--- src/rtl/vga_timing_pkg.sv ---
// Shared 640x480@60 raster constants, color words and the sync/active bundle
// used by the timing generator and the frame generators that consume its counters.
package vga_timing_pkg;

    localparam int H_SYNC_DEF   = 96;
    localparam int H_BP_DEF     = 48;
    localparam int H_ACTIVE_DEF = 640;
    localparam int H_FP_DEF     = 16;
    localparam int V_SYNC_DEF   = 2;
    localparam int V_BP_DEF     = 33;
    localparam int V_ACTIVE_DEF = 480;
    localparam int V_FP_DEF     = 10;

    localparam int H_TOTAL = H_SYNC_DEF + H_BP_DEF + H_ACTIVE_DEF + H_FP_DEF;
    localparam int V_TOTAL = V_SYNC_DEF + V_BP_DEF + V_ACTIVE_DEF + V_FP_DEF;

    localparam int CNT_W   = 10;
    localparam int COLOR_W = 12;

    localparam logic [COLOR_W-1:0] COLOR_BLACK  = 12'h000;
    localparam logic [COLOR_W-1:0] COLOR_WHITE  = 12'hFFF;
    localparam logic [COLOR_W-1:0] COLOR_RED    = 12'hF00;
    localparam logic [COLOR_W-1:0] COLOR_GREEN  = 12'h0F0;
    localparam logic [COLOR_W-1:0] COLOR_BLUE   = 12'h00F;
    localparam logic [COLOR_W-1:0] COLOR_YELLOW = 12'hFF0;

    typedef struct packed {
        logic hs;
        logic vs;
        logic act;
    } sync_bits_t;

    // Sync pins idle high, video blanked.
    localparam sync_bits_t SYNC_IDLE = '{hs: 1'b1, vs: 1'b1, act: 1'b0};

    function automatic logic in_span(input logic [10:0] val,
                                     input logic [10:0] lo,
                                     input logic [10:0] hi);
        return (val >= lo) && (val < hi);
    endfunction

endpackage

--- src/rtl/vga_timing_gen_if.sv ---
// Counter/color bus between the timing generator (master) and a frame generator (slave).
interface vga_timing_gen_if;
    import vga_timing_pkg::*;

    logic [CNT_W-1:0]   o_hcounter;
    logic [CNT_W-1:0]   o_vcounter;
    logic               o_frame_start;
    logic [COLOR_W-1:0] i_color_data;

    modport master (
        output o_hcounter,
        output o_vcounter,
        output o_frame_start,
        input  i_color_data
    );

    modport slave (
        input  o_hcounter,
        input  o_vcounter,
        input  o_frame_start,
        output i_color_data
    );
endinterface

--- src/rtl/vga_delay_line.sv ---
// Resettable shift register of DEPTH stages; DEPTH=0 degenerates to a wire.
module vga_delay_line #(
    parameter int               WIDTH     = 1,
    parameter int               DEPTH     = 1,
    parameter logic [WIDTH-1:0] RESET_VAL = '0
) (
    input  logic             clk,
    input  logic             rst_n,
    input  logic [WIDTH-1:0] d,
    output logic [WIDTH-1:0] q
);

    generate
        if (DEPTH == 0) begin : g_wire
            assign q = d;
        end else begin : g_pipe
            for (genvar gi = 0; gi < DEPTH; gi++) begin : g_stage
                logic [WIDTH-1:0] prev;
                logic [WIDTH-1:0] q_reg;

                if (gi == 0) begin : g_first
                    assign prev = d;
                end else begin : g_next
                    assign prev = g_stage[gi-1].q_reg;
                end

                always_ff @(posedge clk or negedge rst_n) begin
                    if (!rst_n) begin
                        q_reg <= RESET_VAL;
                    end else begin
                        q_reg <= prev;
                    end
                end
            end
            assign q = g_stage[DEPTH-1].q_reg;
        end
    endgenerate

endmodule

--- src/rtl/vga_timing_gen.sv ---
// Raster counters, sync/active decode and pin register for VGA output; sync and
// active are delayed to line up with the color word returned by the frame generator.
module vga_timing_gen
    import vga_timing_pkg::*;
#(
    parameter int H_SYNC   = H_SYNC_DEF,
    parameter int H_BP     = H_BP_DEF,
    parameter int H_ACTIVE = H_ACTIVE_DEF,
    parameter int H_FP     = H_FP_DEF,
    parameter int V_SYNC   = V_SYNC_DEF,
    parameter int V_BP     = V_BP_DEF,
    parameter int V_ACTIVE = V_ACTIVE_DEF,
    parameter int V_FP     = V_FP_DEF,
    parameter int PIPE_DLY = 1
) (
    input  logic             clk,
    input  logic             rst_n,
    vga_timing_gen_if.master bus,
    output logic             o_hsync,
    output logic             o_vsync,
    output logic [3:0]       o_red,
    output logic [3:0]       o_green,
    output logic [3:0]       o_blue
);

    localparam logic [10:0] H_LAST   = 11'(H_SYNC + H_BP + H_ACTIVE + H_FP - 1);
    localparam logic [10:0] V_LAST   = 11'(V_SYNC + V_BP + V_ACTIVE + V_FP - 1);
    localparam logic [10:0] H_SYNC_W = 11'(H_SYNC);
    localparam logic [10:0] V_SYNC_W = 11'(V_SYNC);
    localparam logic [10:0] H_ACT_LO = 11'(H_SYNC + H_BP);
    localparam logic [10:0] H_ACT_HI = 11'(H_SYNC + H_BP + H_ACTIVE);
    localparam logic [10:0] V_ACT_LO = 11'(V_SYNC + V_BP);
    localparam logic [10:0] V_ACT_HI = 11'(V_SYNC + V_BP + V_ACTIVE);

    logic [CNT_W-1:0] h_cnt_reg;
    logic [CNT_W-1:0] v_cnt_reg;
    logic [10:0]      h_ext;
    logic [10:0]      v_ext;
    sync_bits_t       stage0;
    sync_bits_t       stage_d;

    assign h_ext = {1'b0, h_cnt_reg};
    assign v_ext = {1'b0, v_cnt_reg};

    // Vertical count advances on the same edge the horizontal count wraps.
    always_ff @(posedge clk or negedge rst_n) begin
        if (!rst_n) begin
            h_cnt_reg <= '0;
            v_cnt_reg <= '0;
        end else if (h_ext == H_LAST) begin
            h_cnt_reg <= '0;
            if (v_ext == V_LAST) begin
                v_cnt_reg <= '0;
            end else begin
                v_cnt_reg <= v_cnt_reg + 10'd1;
            end
        end else begin
            h_cnt_reg <= h_cnt_reg + 10'd1;
        end
    end

    assign bus.o_hcounter    = h_cnt_reg;
    assign bus.o_vcounter    = v_cnt_reg;
    // Gated so the pulse stays low while held in reset with counters at zero.
    assign bus.o_frame_start = rst_n && (h_cnt_reg == '0) && (v_cnt_reg == '0);

    always_comb begin
        stage0     = SYNC_IDLE;
        stage0.hs  = (h_ext >= H_SYNC_W);
        stage0.vs  = (v_ext >= V_SYNC_W);
        stage0.act = in_span(h_ext, H_ACT_LO, H_ACT_HI) && in_span(v_ext, V_ACT_LO, V_ACT_HI);
    end

    vga_delay_line #(
        .WIDTH     (3),
        .DEPTH     (PIPE_DLY),
        .RESET_VAL (SYNC_IDLE)
    ) u_sync_dly (
        .clk   (clk),
        .rst_n (rst_n),
        .d     (stage0),
        .q     (stage_d)
    );

    always_ff @(posedge clk or negedge rst_n) begin
        if (!rst_n) begin
            o_hsync <= 1'b1;
            o_vsync <= 1'b1;
            {o_red, o_green, o_blue} <= COLOR_BLACK;
        end else begin
            o_hsync <= stage_d.hs;
            o_vsync <= stage_d.vs;
            {o_red, o_green, o_blue} <= stage_d.act ? bus.i_color_data : COLOR_BLACK;
        end
    end

endmodule

--- src/flat_wrapper.sv ---
// flat-port wrapper written by rule: the top's interface ports become plain ports
module vga_timing_gen_flat import vga_timing_pkg::*;
#(
    parameter int H_SYNC   = H_SYNC_DEF,
    parameter int H_BP     = H_BP_DEF,
    parameter int H_ACTIVE = H_ACTIVE_DEF,
    parameter int H_FP     = H_FP_DEF,
    parameter int V_SYNC   = V_SYNC_DEF,
    parameter int V_BP     = V_BP_DEF,
    parameter int V_ACTIVE = V_ACTIVE_DEF,
    parameter int V_FP     = V_FP_DEF,
    parameter int PIPE_DLY = 1
)
  (clk, rst_n, o_hsync, o_vsync, o_red, o_green, o_blue, bus_o_hcounter, bus_o_vcounter, bus_o_frame_start, bus_i_color_data);
  vga_timing_gen_if bus_i ();
  input  logic clk;
  input  logic rst_n;
  output logic o_hsync;
  output logic o_vsync;
  output logic [3:0] o_red;
  output logic [3:0] o_green;
  output logic [3:0] o_blue;
  output wire logic [$bits(bus_i.o_hcounter)-1:0] bus_o_hcounter;
  output wire logic [$bits(bus_i.o_vcounter)-1:0] bus_o_vcounter;
  output wire logic [$bits(bus_i.o_frame_start)-1:0] bus_o_frame_start;
  input wire logic [$bits(bus_i.i_color_data)-1:0] bus_i_color_data;
  assign bus_o_hcounter = bus_i.o_hcounter;
  assign bus_o_vcounter = bus_i.o_vcounter;
  assign bus_o_frame_start = bus_i.o_frame_start;
  assign bus_i.i_color_data = bus_i_color_data;
  vga_timing_gen #(.H_SYNC(H_SYNC), .H_BP(H_BP), .H_ACTIVE(H_ACTIVE), .H_FP(H_FP), .V_SYNC(V_SYNC), .V_BP(V_BP), .V_ACTIVE(V_ACTIVE), .V_FP(V_FP), .PIPE_DLY(PIPE_DLY)) u_core (.clk(clk), .rst_n(rst_n), .bus(bus_i), .o_hsync(o_hsync), .o_vsync(o_vsync), .o_red(o_red), .o_green(o_green), .o_blue(o_blue));
endmodule
--- config.mk ---
export PLATFORM = sky130hd
export DESIGN_NAME = vga_timing_gen_flat
export DESIGN_NICKNAME = d
export VERILOG_FILES = /design/src/rtl/vga_timing_pkg.sv /design/src/rtl/vga_timing_gen_if.sv /design/src/rtl/vga_delay_line.sv /design/src/rtl/vga_timing_gen.sv /design/src/flat_wrapper.sv
export SDC_FILE = /design/constraint.sdc
export NUM_CORES = 1
export LEC_CHECK = 0
export CAP_MARGIN = 30
export CORE_MARGIN = 4
export CORE_UTILIZATION = 25
export CTS_CLUSTER_SIZE = 28
export DETAILED_ROUTE_END_ITERATION = 10
export SLEW_MARGIN = 10
export SYNTH_ARGS = -nofsm -noshare
export SYNTH_HDL_FRONTEND = slang
export SYNTH_SLANG_ARGS = --single-unit
--- constraint.sdc ---
create_clock -name clk -period 3.26 [get_ports clk]
set_clock_uncertainty 0.2 [all_clocks]
set_input_delay 0.652 -clock clk [delete_from_list [all_inputs] [get_ports clk]]
set_output_delay 0.652 -clock clk [all_outputs]
set_load 0.005 [all_outputs]
* Yosys cells after proc, flatten, opt, wreduce, memory -nomap -nowiden
Cells that the tools add are included.
Storage, ports and cells: bits in registers 37, latch bits 0, RAM bits 0, memory bits (read-only) 0, input bits 14, output and inout bits 35, memories kept 0
Operators by class: $add $sub $neg 2, multiply operators 0, divide/modulo/power cells 0, $lt $le $gt $ge 6, equal/unequal tests 2, shifts and indexed selects 0, mux-type cells 3, bitwise gates (word level) 0, reduce and logical (&&, ||, !) cells 7
Operators with widths (count):
- $add A10 B1 Y10 const B | 2
- $eq A10 B10 Y1 const B | 2
- $logic_not A10 Y1 | 2
- $lt A10 B10 Y1 const B | 2
- $mux W10 | 2
- $mux W12 | 1
- $ge A10 B2 Y1 const B | 1
- $ge A10 B6 Y1 const B | 1
- $ge A10 B7 Y1 const B | 1
- $ge A10 B8 Y1 const B | 1
- $logic_and A1 B1 Y1 | 5

* Depth between registers and ports, before layout
Gate-level depths: netlist of the first run.
depth after elaboration 3, depth in mapped cells 6, mapped depth without buffers 5

* Hierarchy
Synthesis of the first run repeated with hierarchy kept, for this count alone.
Unflattened totals: cell total of the unflattened synthesis 145, area total of the unflattened synthesis 1617.8 µm²
Modules (own cells, without submodules):
- vga_timing_gen | times used 1, cells an instance 142, area each 1540.2 µm²
- vga_delay_line | times used 1, cells an instance 3, area each 77.6 µm²

* Worst setup path after synthesis of the first run
OpenSTA, ideal clock, no wires.
kind reg-to-output, start point reg u_core.v_cnt_reg[6], in the netlist u_core.bus.o_vcounter[6], end point out bus_o_frame_start, arrival time 1.484 ns, required time 2.408 ns, setup slack 0.924 ns, stages on the path, launching flop included 4, cell sequence dfrtp_1 -> or3_1 -> or3_1 -> nor4_1
On the way: word-level cells in the longest chain between the ends 2
RTL lines:
- start, declared | line vga_timing_gen.sv:36 | logic [CNT_W-1:0] v_cnt_reg;
- start signal, assigned | line vga_timing_gen.sv:55 | v_cnt_reg <= v_cnt_reg + 10'd1;
- $logic_not A10 Y1 | line vga_timing_gen.sv:65 | assign bus.o_frame_start = rst_n && (h_cnt_reg == '0) && (v_cnt_reg == '0);
- $logic_and A1 B1 Y1 | line vga_timing_gen.sv:65
- end, declared | line flat_wrapper.sv:25 | output wire logic [$bits(bus_i.o_frame_start)-1:0] bus_o_frame_start;
Every way passes these cells.

* Worst setup path in the final report of the first run
Same ends and word-level chain as after synthesis.

==> out/metrics.cfg, run 1 <==
[status]
status=complete, no violations

[floorplan]
die_w_um=90.0
die_area_um2=8090
die_y_um=90.0
num_rows=29
ios=49
initial_core_util_pct=26.1
core_area_um2=6420

[drt]
viasPerCell=4.59
antenna_left=0
routedWlPerCell_um=14.0
wirelength_mm=4.00
vias=1308
drtIter0Drc=42
drcViolationCount=0
drtPass1Iterations=4

[setup_path]
crit_path_frequent_cell=or3_1
cp_num_buf_inv=1
crit_fanout=6
slowest_delay_ps=440
slowest_stage=dfrtp_1
crit_family=simple AND/OR/NAND/NOR gates
cp.required_ps=2410
cp.arrival_ps=1990
r2r_setup_slack_ps=850
cp-start-kind=flop
cp-end-kind=output pin
crit_type=reg2out
cp_cell_sequence=or3_1 -> or3_1 -> nor4_2 -> dlymetal6s2s_1

[clock_network]
clk_path_buf_depth=2
cts.sinks=37
root_buffer=clkbuf_8
htree_levels=2
cts.clk_slew.worst_paths_ps=70
cts_made_buffers=5
cts_tree=built
worstSkewPairLatency_ps=290

[power]
p_per_area_nw_per_um2=347
leakage_nw=1.05
ir_drop_v=0.000165

[cells_and_area]
diodes=0
nets=226
area.growth.synth_to_final_pct=40.0
drive_gt1_share_pct=9.62
multiInputGateArea_um2=694
layout_commonest_cell=clkdlybuf4s50_1
fillCellCount=641
layout_common_cells=46 x clkdlybuf4s50_1, 32 x dfrtp_1, 13 x and2_1
fin_util_pct=36.6
regArea_um2=932

[yosys]
synth_top_area_share_pct=49.2
yosysWarnings=0
synth_top_area_cell=dfrtp_1
yosys.area_share.adder_pct=3.73
synthCells=156
synth_fp_nets=175
ys_ff_latch=37
synth_area_um2=1680
async_flop_share_pct=100
synth_top_family_by_area=simple AND/OR/NAND/NOR gates
synthSimpleGateAreaFrac_pct=24.9
synth-compound-area-share_pct=5.59
syn-mean-instance-area_um2=10.8
synth_mux_area_share_pct=0
yosys-top-cells-area=dfrtp_1 49%, dfstp_2 6.3%, and2_1 4.8%
ys_types=36
synth_xor_area_share_pct=6.78
synth_flop_cell=dfrtp_1
synth_seq_area_share_pct=55.4
synth_edf_count=0

[sta]
rsz0062_at_grt=no
max_slew.worst_pin.slew_ps=557
fin_crit_sh_pct=87.1
setup_viol_count_final=0
finalCriticalPeriod_ps=2840
tns_ps=0
finalHoldViolCount=0
hold_ws_ps=157
relSlewSlack_pct=62.6
fmax_mhz=352
drv_slew=0

[hold_path]
hold_path.class=reg2reg

[grt]
antenna_found_initial=0
gr-total-overflow=0
grt_pass1_vias=1321
grtUsageTotal_pct=10.3
grt_max_degree=38
grt_pass1_wl_mm=6.71

[job]
cap_violations=0

[placement]
gp_congestion=0.785
post-dp-hpwl_mm=2.89
io_buffers=48

-- metal layers --
metal  track usage [%]  vias to the layer above  wire length, um
li1                  -                      647                -
met1              13.4                      606             1930
met2              15.5                       49             1750
met3              4.34                        6              282
met4              3.06                        0               43
met5                 0                        -                0
-- synth_stat cells (5+ instances only) --
| cell type | instances |
|---|---|
| dfrtp_1 | 33 |
| and2_1 | 13 |
| nor2_1 | 10 |
| nand2_1 | 9 |
| nand3_1 | 8 |
| xor2_1 | 8 |
| clkbuf_1 | 6 |
| inv_1 | 6 |
| ha_1 | 5 |
| nor3_1 | 5 |
| o21ai_0 | 5 |
| or3_1 | 5 |
| xnor2_1 | 5 |
-- report_power, final --
part | internal [mW] | total [mW] | switching, mW
Clock | 0.173 | 0.333 | 0.160
Sequential | 0.459 | 0.459 | 0
Combinational | 0.0139 | 0.0247 | 0.0108
Total | 0.645 | 0.817 | 0.171
-- final timing paths --
check | from | end | depth (start not counted)
max in group asynchronous | rst_n | u_core.u_sync_dly.q[1]$_DFF_PN1_ | 2
hold reg to reg | u_core.u_sync_dly.q[1]$_DFF_PN1_ | u_core.o_vsync$_DFF_PN1_ | 0
setup reg to reg | u_core.bus.o_hcounter[0]$_DFF_PN0_ | u_core.bus.o_vcounter[9]$_DFFE_PN0N_ | 5
hold / removal | u_core.u_sync_dly.q[1]$_DFF_PN1_ | u_core.o_vsync$_DFF_PN1_ | 0
setup / recovery | u_core.bus.o_vcounter[6]$_DFFE_PN0N_ | bus_o_frame_start | 4
min in group asynchronous | rst_n | u_core.bus.o_vcounter[1]$_DFFE_PN0N_ | 2
-- metrics by stage --
step	power, mW	worst slack (ps)	cells	cell area (um^2)
2_1_floorplan	0.468	924	156	1680
3_3_place_gp	0.494	313	277	2250
3_5_place_dp	0.494	327	277	2250
4_1_cts	0.831	28.0	285	2350
5_1_grt	0.857	287	285	2350
6_report	0.817	419	285	2350
-- cell families after synthesis --
kind of cell,Yosys count
adders and majority gates,5
and+or+nand+nor,72
buffers and inverters,15
DFF,37
AOI/OAI and AO/OA,14
xor gates and xnor gates,13
-- repair_timing --
action	4_1_cts	5_1_grt
hold buffers	0	0
setup buffers	0	0
resized for setup	2	1
endpoints found under the setup margin	1	1
-- worst register-to-register path: stages (launching register included) --
cell     delay, ps
dfrtp_1        430
ha_1           270
nand4_2        220
or3_1          530
or4_1          530
a21oi_1        160
-- area by class of cell --
type | count | area share [%]
multi-input combinational | 104 | 29.5
clock buffer | 8 | 3.83
sequential | 37 | 39.6
inverter | 6 | 0.958
timing repair buffer | 53 | 21.9
tap | 77 | 4.10
Note: power is estimated with default switching activity, not from simulation.
==> run 2, diff against run 1 <==
- SKIP_CTS_REPAIR_TIMING: not set -> 1
- TNS_END_PERCENT: not set -> 30
==> out/metrics.cfg, run 2 (same netlist as run 1, synthesis figures left out) <==
[status]
status=complete, no violations

[floorplan]
num_rows=29  ; unchanged
initial_core_util_pct=26.1  ; unchanged
die_y_um=90.0  ; unchanged
core_area_um2=6420  ; unchanged
die_w_um=90.0  ; unchanged
ios=49  ; unchanged
die_area_um2=8090  ; unchanged

[cells_and_area]
multiInputGateArea_um2=694  ; unchanged
layout_commonest_cell=clkdlybuf4s50_1
area.growth.synth_to_final_pct=39.9  ; about the same
fillCellCount=642  ; +0.16%
layout_common_cells=46 x clkdlybuf4s50_1, 33 x dfrtp_1, 13 x and2_1
regArea_um2=931  ; -0.13%
diodes=0  ; unchanged
nets=226  ; unchanged
drive_gt1_share_pct=9.13  ; -0.48 points

[drt]
drtIter0Drc=42  ; unchanged
vias=1308  ; unchanged
antenna_left=0  ; unchanged
routedWlPerCell_um=14.0  ; -0.17%
drtPass1Iterations=4  ; unchanged
drcViolationCount=0  ; unchanged
wirelength_mm=4.00  ; -0.17%
viasPerCell=4.59  ; unchanged

[sta]
worst_slack_ps=419  ; unchanged
finalCriticalPeriod_ps=2840  ; unchanged
max_slew.worst_pin.slew_ps=557  ; unchanged
setup_viol_count_final=0  ; unchanged
fin_crit_sh_pct=87.1  ; unchanged
fmax_mhz=352  ; unchanged
relSlewSlack_pct=62.6  ; unchanged
rsz0062_at_grt=no
finalHoldViolCount=0  ; unchanged
drv_slew=0  ; unchanged

[grt]
gr-total-overflow=0  ; unchanged
grt_pass1_wl_mm=6.76  ; +0.84%
grt_max_degree=38  ; unchanged
grt_pass1_vias=1340  ; +1.4%
grtUsageTotal_pct=10.3  ; +0.071 points
antenna_found_initial=0  ; unchanged

[setup_path]
cp-end-kind=output pin
crit_fanout=6  ; unchanged
r2r_cells=5  ; unchanged
crit_type=reg2out
crit_path_frequent_cell=or3_1
cp.required_ps=2410  ; about the same
cp_cell_sequence=or3_1 -> or3_1 -> nor4_2 -> dlymetal6s2s_1
slowest_stage=dfrtp_1
crit_cells=4  ; unchanged
cp.arrival_ps=1990  ; about the same
crit_family=simple AND/OR/NAND/NOR gates
slowest_delay_ps=440  ; about the same
cp_num_buf_inv=1  ; unchanged
cp-start-kind=flop

[hold_path]
holdPathStages=0  ; unchanged
hold_path.class=reg2reg

[job]
cap_violations=0  ; unchanged

[power]
leakage_nw=1.05  ; about the same
ir_drop_v=0.000165  ; about the same
p_per_area_nw_per_um2=348  ; about the same
total_power_uw=817  ; about the same

[clock_network]
cts_tree=built
htree_levels=2  ; unchanged
cts_made_buffers=5  ; unchanged
cts.sinks=37  ; unchanged
worstSkewPairLatency_ps=290  ; about the same
clk_path_buf_depth=2  ; unchanged
root_buffer=clkbuf_8
cts.clk_slew.worst_paths_ps=70  ; about the same

[placement]
gp_congestion=0.785  ; unchanged
pre_cts_slack_ps=327  ; unchanged
io_buffers=48  ; unchanged
post-dp-hpwl_mm=2.89  ; unchanged

## run 2: worst register-to-register path, cell delays in order, from the launching register on
cell and delay (ps):
dfrtp_1 430, ha_1 270, nand4_2 220, or3_1 530, or4_1 530, a21oi_1 160
## run 2: worst paths after layout
| check | from | endpoint | slack (ps) |
|---|---|---|---|
| max | u_core.bus.o_vcounter[6]$_DFFE_PN0N_ | bus_o_frame_start | 420 |
| min | u_core.u_sync_dly.q[1]$_DFF_PN1_ | u_core.o_vsync$_DFF_PN1_ | 160 |
| max reg2reg | u_core.bus.o_hcounter[0]$_DFF_PN0_ | u_core.bus.o_vcounter[9]$_DFFE_PN0N_ | 850 |
| min reg2reg | u_core.u_sync_dly.q[1]$_DFF_PN1_ | u_core.o_vsync$_DFF_PN1_ | 160 |
| max in group asynchronous | rst_n | u_core.u_sync_dly.q[1]$_DFF_PN1_ | 2260 |
| min in group asynchronous | rst_n | u_core.bus.o_vcounter[1]$_DFFE_PN0N_ | 220 |
## run 2: area by class of cell
class                      count  share of cell area [%]
tap                           77                    4.10
multi-input combinational    104                    29.6
sequential                    37                    39.6
inverter                       6                   0.958
timing repair buffer          53                    21.9
clock buffer                   8                    3.83
## run 2: report_power, final
part	internal (mW)	switching (mW)	leakage, nW
Combinational	0.0139	0.0108	0.515
Clock	0.173	0.160	0.0455
Sequential	0.459	0	0.488
## run 2: layer usage
metal,up-vias,share of wire (%),GRT usage [%]
li1,647,-,-
met1,607,48,13.4
met2,48,44,15.8
met3,6,6.9,4.34
met4,0,1.1,3.06
met5,-,0,0
## run 2: per-stage QoR
stage	std cells	setup TNS [ps]	hold slack, ps	instance area (um^2)	utilization (%)
global route	285	0	163	2350	36.6
floorplan	156	0	145	1680	-
finish	285	0	157	2350	36.6
CTS	285	-15.8	160	2340	36.5
global placement	277	0	148	2250	35.0
detailed placement	277	0	149	2250	35.0
==> run 3, diff against run 2 <==
- CAP_MARGIN: 30 -> 20
- GPL_ROUTABILITY_DRIVEN: not set -> 0
==> results of run 3 <==
The final DEF is identical to that of run 2; final timing and power are the same.
